==> config.mk <==
export PLATFORM = sky130hd
export DESIGN_NAME = mac_pe_vec
export DESIGN_NICKNAME = d
export VERILOG_FILES = /design/src/rtl/pe_pkg.sv /design/src/rtl/pe_adder_tree.sv /design/src/rtl/mac_pe_vec.sv
export SDC_FILE = /design/constraint.sdc
export NUM_CORES = 1
export LEC_CHECK = 0
export CELL_PAD_IN_SITES_DETAIL_PLACEMENT = 0
export CELL_PAD_IN_SITES_GLOBAL_PLACEMENT = 1
export CORE_MARGIN = 2
export CORE_UTILIZATION = 45
export CTS_BUF_LIST = sky130_fd_sc_hd__clkbuf_8
export CTS_CLUSTER_SIZE = 14
export DETAILED_ROUTE_END_ITERATION = 10
export GPL_TIMING_DRIVEN = 0
export PLACE_DENSITY = 0.88
export RECOVER_POWER = 100
export SYNTH_ARGS = -nofsm -noshare
export SYNTH_HDL_FRONTEND = slang
export SYNTH_SLANG_ARGS = --single-unit
==> constraint.sdc <==
create_clock -name clk -period 11.1 [get_ports clk]
set_input_delay 2.22 -clock clk [delete_from_list [all_inputs] [get_ports clk]]
set_output_delay 2.22 -clock clk [all_outputs]
set_load 0.05 [all_outputs]
==> src/rtl/pe_pkg.sv <==
// Shared types and helpers for the vector MAC processing element.
package pe_pkg;

    // Default accumulator/result width used by the tile.
    localparam int PE_ACC_WIDTH = 32;

    // Result of a saturating clamp: flag plus clamped value.
    // The value is carried at 64 bits so one helper serves any ACC_WIDTH up to 63.
    typedef struct packed {
        logic        sat;
        logic [63:0] val;
    } clamp_t;

    // Exact width of a LANES-way sum of full-width DATA_WIDTH x DATA_WIDTH products.
    function automatic int sum_width(input int data_width, input int lanes);
        return 2 * data_width + $clog2(lanes);
    endfunction

    // Clamp a signed value into the acc_w-bit two's complement range.
    function automatic clamp_t sat_clamp(input logic signed [63:0] value, input int acc_w);
        logic signed [63:0] hi;
        logic signed [63:0] lo;
        clamp_t             r;
        hi    = (64'sd1 <<< (acc_w - 1)) - 64'sd1;
        lo    = -hi - 64'sd1;
        r.sat = 1'b1;
        r.val = value;
        if (value > hi) begin
            r.val = hi;
        end else if (value < lo) begin
            r.val = lo;
        end else begin
            r.sat = 1'b0;
        end
        return r;
    endfunction

endpackage

==> src/rtl/pe_adder_tree.sv <==
// Combinational balanced binary adder tree over LANES signed operands.
// Each tree level widens by one bit, so the root is exact.
module pe_adder_tree #(
    parameter int IN_WIDTH = 16,
    parameter int LANES    = 4
) (
    input  logic        [LANES*IN_WIDTH-1:0]           in_flat,
    output logic signed [IN_WIDTH+$clog2(LANES)-1:0]   sum
);

    localparam int OW = IN_WIDTH + $clog2(LANES);

    // Heap-ordered nodes: root at 0, children of j at 2j+1 and 2j+2, leaves at LANES-1..
    logic signed [OW-1:0] node [2*LANES-1];

    // Load sign-extended leaves, then reduce pairwise from the bottom of the heap up.
    always_comb begin
        node = '{default: '0};
        for (int i = 0; i < LANES; i++) begin
            node[LANES-1+i] = OW'($signed(in_flat[i*IN_WIDTH +: IN_WIDTH]));
        end
        for (int j = LANES - 2; j >= 0; j--) begin
            node[j] = node[2*j+1] + node[2*j+2];
        end
        sum = node[0];
    end

endmodule

==> src/rtl/mac_pe_vec.sv <==
// Vector multiply-accumulate PE: LANES products per beat, adder-tree reduction,
// saturating accumulation across beats, one result per in_last beat.
// Three stages (multiply, tree, accumulate); a stalled output freezes them all.
module mac_pe_vec
    import pe_pkg::*;
#(
    parameter int DATA_WIDTH = 8,
    parameter int LANES      = 4,
    parameter int ACC_WIDTH  = PE_ACC_WIDTH
) (
    input  logic                           clk,
    input  logic                           rst,
    input  logic                           in_valid,
    output logic                           in_ready,
    input  logic [LANES*DATA_WIDTH-1:0]    in_w,
    input  logic [LANES*DATA_WIDTH-1:0]    in_x,
    input  logic                           in_last,
    output logic                           out_valid,
    input  logic                           out_ready,
    output logic signed [ACC_WIDTH-1:0]    out_data,
    output logic                           out_sat
);

    localparam int PW = 2 * DATA_WIDTH;
    localparam int SW = sum_width(DATA_WIDTH, LANES);

    // Full-precision signed lane product.
    function automatic logic signed [PW-1:0] mul_lane(
        input logic signed [DATA_WIDTH-1:0] a,
        input logic signed [DATA_WIDTH-1:0] b
    );
        return PW'(a) * PW'(b);
    endfunction

    logic                       stall;
    logic [LANES*PW-1:0]        prod_c;
    logic [LANES*PW-1:0]        prod_p1;
    logic                       vld_p1;
    logic                       last_p1;
    logic signed [SW-1:0]       sum_c;
    logic signed [SW-1:0]       sum_p2;
    logic                       vld_p2;
    logic                       last_p2;
    logic signed [ACC_WIDTH-1:0] acc;
    logic                       sat_sticky;
    logic signed [ACC_WIDTH:0]  t_c;
    clamp_t                     clamp_c;
    logic signed [ACC_WIDTH-1:0] acc_nxt;
    logic                       sat_nxt;

    // A held result that downstream refuses freezes the whole pipe.
    assign stall    = out_valid & ~out_ready;
    assign in_ready = ~stall;

    // Per-lane products of the incoming beat.
    always_comb begin
        prod_c = '0;
        for (int i = 0; i < LANES; i++) begin
            prod_c[i*PW +: PW] = mul_lane(in_w[i*DATA_WIDTH +: DATA_WIDTH],
                                          in_x[i*DATA_WIDTH +: DATA_WIDTH]);
        end
    end

    // ---- stage 1: multiply ----
    // Register products; operands are captured only on an actual transfer.
    always_ff @(posedge clk or posedge rst) begin
        if (rst) begin
            vld_p1  <= 1'b0;
            last_p1 <= 1'b0;
            prod_p1 <= '0;
        end else if (!stall) begin
            vld_p1 <= in_valid;
            if (in_valid) begin
                last_p1 <= in_last;
                prod_p1 <= prod_c;
            end
        end
    end

    pe_adder_tree #(
        .IN_WIDTH (PW),
        .LANES    (LANES)
    ) u_tree (
        .in_flat (prod_p1),
        .sum     (sum_c)
    );

    // ---- stage 2: adder tree ----
    // Register the exact lane sum; invalid slots leave the data untouched.
    always_ff @(posedge clk or posedge rst) begin
        if (rst) begin
            vld_p2  <= 1'b0;
            last_p2 <= 1'b0;
            sum_p2  <= '0;
        end else if (!stall) begin
            vld_p2 <= vld_p1;
            if (vld_p1) begin
                last_p2 <= last_p1;
                sum_p2  <= sum_c;
            end
        end
    end

    // One guard bit above the accumulator makes the clamp decision exact.
    always_comb begin
        t_c     = (ACC_WIDTH+1)'(acc) + (ACC_WIDTH+1)'(sum_p2);
        clamp_c = sat_clamp(64'(t_c), ACC_WIDTH);
        acc_nxt = ACC_WIDTH'(clamp_c.val);
        sat_nxt = clamp_c.sat;
    end

    // ---- stage 3: accumulate / output ----
    // Accumulate non-final beats; a final beat publishes the result and clears state.
    // When not stalled any held result is being accepted, so out_valid simply
    // follows whether a new final beat retires (back-to-back without a bubble).
    always_ff @(posedge clk or posedge rst) begin
        if (rst) begin
            acc        <= '0;
            sat_sticky <= 1'b0;
            out_data   <= '0;
            out_sat    <= 1'b0;
            out_valid  <= 1'b0;
        end else if (!stall) begin
            out_valid <= vld_p2 & last_p2;
            if (vld_p2) begin
                if (last_p2) begin
                    out_data   <= acc_nxt;
                    out_sat    <= sat_sticky | sat_nxt;
                    acc        <= '0;
                    sat_sticky <= 1'b0;
                end else begin
                    acc        <= acc_nxt;
                    sat_sticky <= sat_sticky | sat_nxt;
                end
            end
        end
    end

endmodule
=== Word level (Yosys, flattened, before mapping) ===
Cells that the tools add are included.

* $add $sub $neg: 4
* Mux-type cells: 6
* Reduce and logical (&&, ||, !) cells: 4
* Multipliers: 4
* Bitwise operators: 5
* Order comparisons: 2

{| class="wikitable"
|+ Operator list
! cell !! number
|-
| 32-bit two-way mux || 3
|-
| 8-bit by 8-bit multiplier with 16-bit output || 4
|-
| 16-bit by 16-bit adder with 17-bit output || 2
|-
| 32-bit by 18-bit adder with 33-bit output || 1
|-
| 33-bit by 32-bit > comparator with 1-bit output (second input constant) || 1
|-
| 33-bit by 32-bit < comparator with 1-bit output (second input constant) || 1
|-
| 18-bit adder || 1
|-
| 2-bit AND reduction || 3
|-
| 1-bit two-way mux || 3
|-
| 3-bit AND reduction || 1
|-
| 1-bit AND || 2
|-
| 1-bit NOT || 2
|-
| 1-bit OR || 1
|}

* Output and inout port bits: 35
* Input port bits: 69
* Logic and storage cells: 36
* Register bits: 153

=== Logic depth before layout (Yosys ltp) ===
* Depth after elaboration: 6
* Mapped depth: 21
* Gate-level depth less buffers: 21

=== Hierarchy ===
From an unflattened synthesis, not the netlist that was laid out.

* Cell total of the unflattened synthesis: 2,044
* Area total of the unflattened synthesis: 18,975.7 um2

{| class="wikitable"
|+ By module, submodules not included
! module !! area each (um2) !! instances !! cells an instance
|-
| mac_pe_vec || 17,252.8 || 1 || 1,826
|-
| pe_adder_tree || 1,722.9 || 1 || 218
|}

=== Worst setup path after synthesis ===
Ideal clock, no wire load.

* Kind: in2reg
* Start point: input in_x[25]
* End point: register prod_p1[62]
* Setup slack: 4.849 ns
* Cell stages on the path: 18
* Arrival: 6.130 ns
* Path buffers: 0
* Library setup time: 0.120 ns
* Cells stage by stage: and2_1 -> fa_1 -> inv_1 -> fa_1 -> inv_1 -> fa_1 -> inv_1 -> fa_1 -> inv_1 -> ha_1 -> o21ai_0 -> a21boi_0 -> o21ai_0 -> a21oi_1 -> o21ai_0 -> a211oi_1 -> or3_1 -> a41o_1

* Cells in the longest elaborated chain, start to end: 1

{| class="wikitable"
|+ Ends and longest elaborated chain
! what !! line !! source
|-
| from (decl) || mac_pe_vec.sv:16 || <nowiki>input logic [LANES*DATA_WIDTH-1:0] in_x,</nowiki>
|-
| 8-bit by 8-bit multiplier with 16-bit output || mac_pe_vec.sv:32 || <nowiki>return PW'(a) * PW'(b);</nowiki>
|-
| to (signal assigned) || mac_pe_vec.sv:75 || <nowiki>prod_p1 <= prod_c;</nowiki>
|-
| to (decl) || mac_pe_vec.sv:37 || <nowiki>logic [LANES*PW-1:0] prod_p1;</nowiki>
|}

No other way between the ends.
A chain may end at the register's enable or synchronous reset.

=== Worst setup path after layout ===
* Start point: input in_x[24]
* End point: register prod_p1[62]

Same word-level chain as after synthesis.

==> flow_summary.yaml <==
status:
  status: "complete, but fails checks"
  violations: "max-capacitance violations, max-slew violations"
die:
  die_w_um: 210
  rows: 75
  initial_utilization: 0.455
  core_area_mm2: 0.0419
  ios: 104
  die_h_um: 210
  fp.dieArea_mm2: 0.0441
layout:
  syn2layout_area_growth_pct: 11.0
  fin_nets: 2718
  fin_area_mm2: 0.0212
  drive_gt1_frac: 0.0317
  final_util: 0.506
  antenna_cells: 0
worst_setup_path:
  required_ns: 11.47
  crit_fanout: 8
  reg2reg_depth: 12
  cp_cell_sequence: "dlygate4sd3_1, and2_0, fa_1, inv_1, fa_1, inv_1, fa_1, inv_1, fa_1, inv_1, ha_1, o21ai_0, a21boi_0, o21ai_0, a21oi_1, o21ai_0, a211oi_1, or3_1, a41o_1"
  cpMaxStageDelayCell: "dlygate4sd3_1"
  cpPeakStageDelay_ns: 0.66
  endpoint_kind: "flop"
  rrSetupSlack_ns: 6.03
  startpoint_type: "primary input"
  crit_type: "in2reg"
  cp.arrival_ns: 7.19
  r2r_end: "acc[6]"
  rr_startpoint: "sum_p2[17]"
yosys:
  synth_compound_area_frac: 0.129
  ys_types: 68
  ys_ff_latch: 153
  synth_xor_area_frac: 0.0550
  syn_area_per_cell_um2: 9.08
  synthMuxAreaShare: 0.0151
  synth-main-ff-cell: "dfrtp_1"
  synth_top_family_by_area: "adder cells"
  yosys.area_share.adder: 0.366
  synth_warnings: 0
  synth_simple_gate_area_frac: 0.162
  synth_nets: 2595
  synth-edff-count: 0
  netlist_area_mm2: 0.0191
  synth_top_area_share: 0.235
  seq_area_frac_synth: 0.200
  yosys-top-cells-area: "fa_1 23%, dfrtp_1 20%, ha_1 13%"
  synth_cells: 2105
  yosys.area.top_type: "fa_1"
  async_flop_share: 1.00
power:
  p_int_mw: 3.33
  leakage_nw: 10.2
  ir_worst_vdd_mv: 0.220
  switchingPower_mw: 3.55
  combPwrFrac: 0.789
  powerDensity_mw_per_mm2: 324
  power.total_mw: 6.88
  seqPwrFrac: 0.146
  clockPowerShare: 0.065
  swShare: 0.516
timing:
  tightestPinTransition_ns: 2.43
  fmax_mhz: 147
  hold_violations: 0
  finalCritPeriodShare: 0.614
  finalSetupTns_ns: 0
  hold_slack_ns: 0.474
  finalSetupViolCount: 0
  rsz0062_at_grt: "no"
  maxSlewHeadroom: -0.630
  period_needed_ns: 6.82
  clock_skew_ns: 0.0161
  slew_viol_final: 54
placement:
  io_buffers: 103
  postPlaceCellArea_mm2: 0.0208
  dp_hpwl_um: 36000
  globalplace.congestion: 0.895
route:
  antenna_left: 0
  first_iter_violations: 656
  totalWireLength_um: 43100
  avgRoutedWirePerCell_um: 15.5
  drc: 0
  vias_per_cell: 5.26
  drtPass1Iterations: 5
  vias: 14600
clock_tree:
  cts_buffers: 17
  cts_max_path_buffers: 2
  post_cts_buffers: 0
  clock-root-buffer: "clkbuf_8"
  clkLatencyLatePin_ns: 0.47
  htreeDepth: 4
  clock_sinks: 153
  cts_resized: 0
  ctsHoldBuffers: 0
  cts_tree: "done"
  clk_pin_slew_ns: 0.09
worst_hold_path:
  min_path_cells: 2
  holdCritStartpoint: "out_data[22]"
  hp-class: "reg2reg"
  worstHoldEndpoint: "out_data[22]"
grt:
  antenna_found_initial: 0
  grt_pass1_vias: 15100
  grt_max_degree: 101
  overflow: 0
  grt_usage: 0.206
  grt_first_pass_wirelength_um: 74400
run:
  drv_cap: 1
-- power groups by stage --
stage	Sequential, mW	Combinational (mW)	Clock (mW)
2_1_floorplan	1.11	4.13	0
3_3_place_gp	1.01	5.38	0
3_5_place_dp	1.02	5.48	0
4_1_cts	1.01	5.53	0.451
5_1_grt	1.03	6.14	0.472
6_report	1.00	5.43	0.445
-- registers in the layout, indices dropped and copies added, names as in the netlist --
name        cells
acc            32
last_p1         1
last_p2         1
out_data       32
out_sat         1
out_valid       1
prod_p1        64
sat_sticky      1
sum_p2         18
vld_p1          1
vld_p2          1
-- critical path: cells and delay by family --
kind | cells | cell delay (ns)
compound gates | 7 | 1.20
fa+ha+maj | 5 | 2.32
buf+inv | 5 | 0.87
simple gates | 2 | 0.56
-- cells in the mapped netlist (8+ instances only) --
master    number
a211oi_1      10
a21o_1        25
a21oi_1       78
a22o_1        13
a31oi_1       10
and2_1       162
and3_1        11
clkbuf_1      36
dfrtp_1      153
fa_1         224
ha_1         197
inv_1        322
mux2_2        23
nand2_1      225
nand2b_1      36
nand3_1       25
nor2_1        86
nor2b_1       17
nor3_1        35
o21a_1        15
o21ai_0      130
o21ai_1       17
o21bai_1       8
o31ai_1       12
or3_1          8
xnor2_1       85
xor2_1        35
-- metrics by stage --
stage | setup slack [ns] | instances
floorplan | 4.76 | 2105
global placement | 2.74 | 2747
detailed placement | 3.86 | 2748
CTS | 4.34 | 2780
global route | 3.98 | 2780
finish | 4.28 | 2780
-- cells in the final DEF (no fill, tap or decap), drive strengths merged, types with 25 or more instances in the layout --
master	netlist	layout
o21ai	147	147
dlygate4sd3	0	44
ha	197	197
clkdlybuf4s50	0	59
a21oi	80	80
nand3	26	26
fa	224	224
xnor2	85	85
dfrtp	153	153
nand2	226	226
nand2b	36	36
xor2	35	35
a21o	25	25
nor2	86	86
inv	322	326
and2	163	163
nor3	35	35
clkbuf	36	60
-- how the worst max path moves through the flow --
stage / startpoint / endpoint
6_report: in_x[24] / prod_p1[62]
5_1_grt: in_x[24] / prod_p1[62]
2_1_floorplan: rst / acc[0]
3_5_place_dp: in_x[24] / prod_p1[62]
4_1_cts: in_x[24] / prod_p1[62]
3_3_place_gp: rst / prod_p1[16]
-- final cells by class --
cell class	count	area (um2)
plain buffers	45	174
clock buffers	19	262
clock inverters	13	145
fillers	3956	20700
inverters	322	1210
multi-input cells	1585	13900
flip-flops and latches	153	3830
well taps	539	674
repair buffers	104	1060
-- metal layers --
layer,vias up,track usage,routed length (um)
li1,7128,-,-
met1,7193,0.271,19400
met2,262,0.372,21800
met3,40,0.0215,1290
met4,0,0.0396,679
met5,-,0,0
-- kinds of logic (layout without fill, tap and decap cells) --
kind of cell / count (synthesis) / after routing
flops: 153 / 153
compound gates: 388 / 388
mux: 26 / 26
xor+xnor: 120 / 120
fa+ha+maj: 424 / 424
simple gates: 627 / 627
buf+inv: 367 / 503
(Power assumes the default switching activity.)
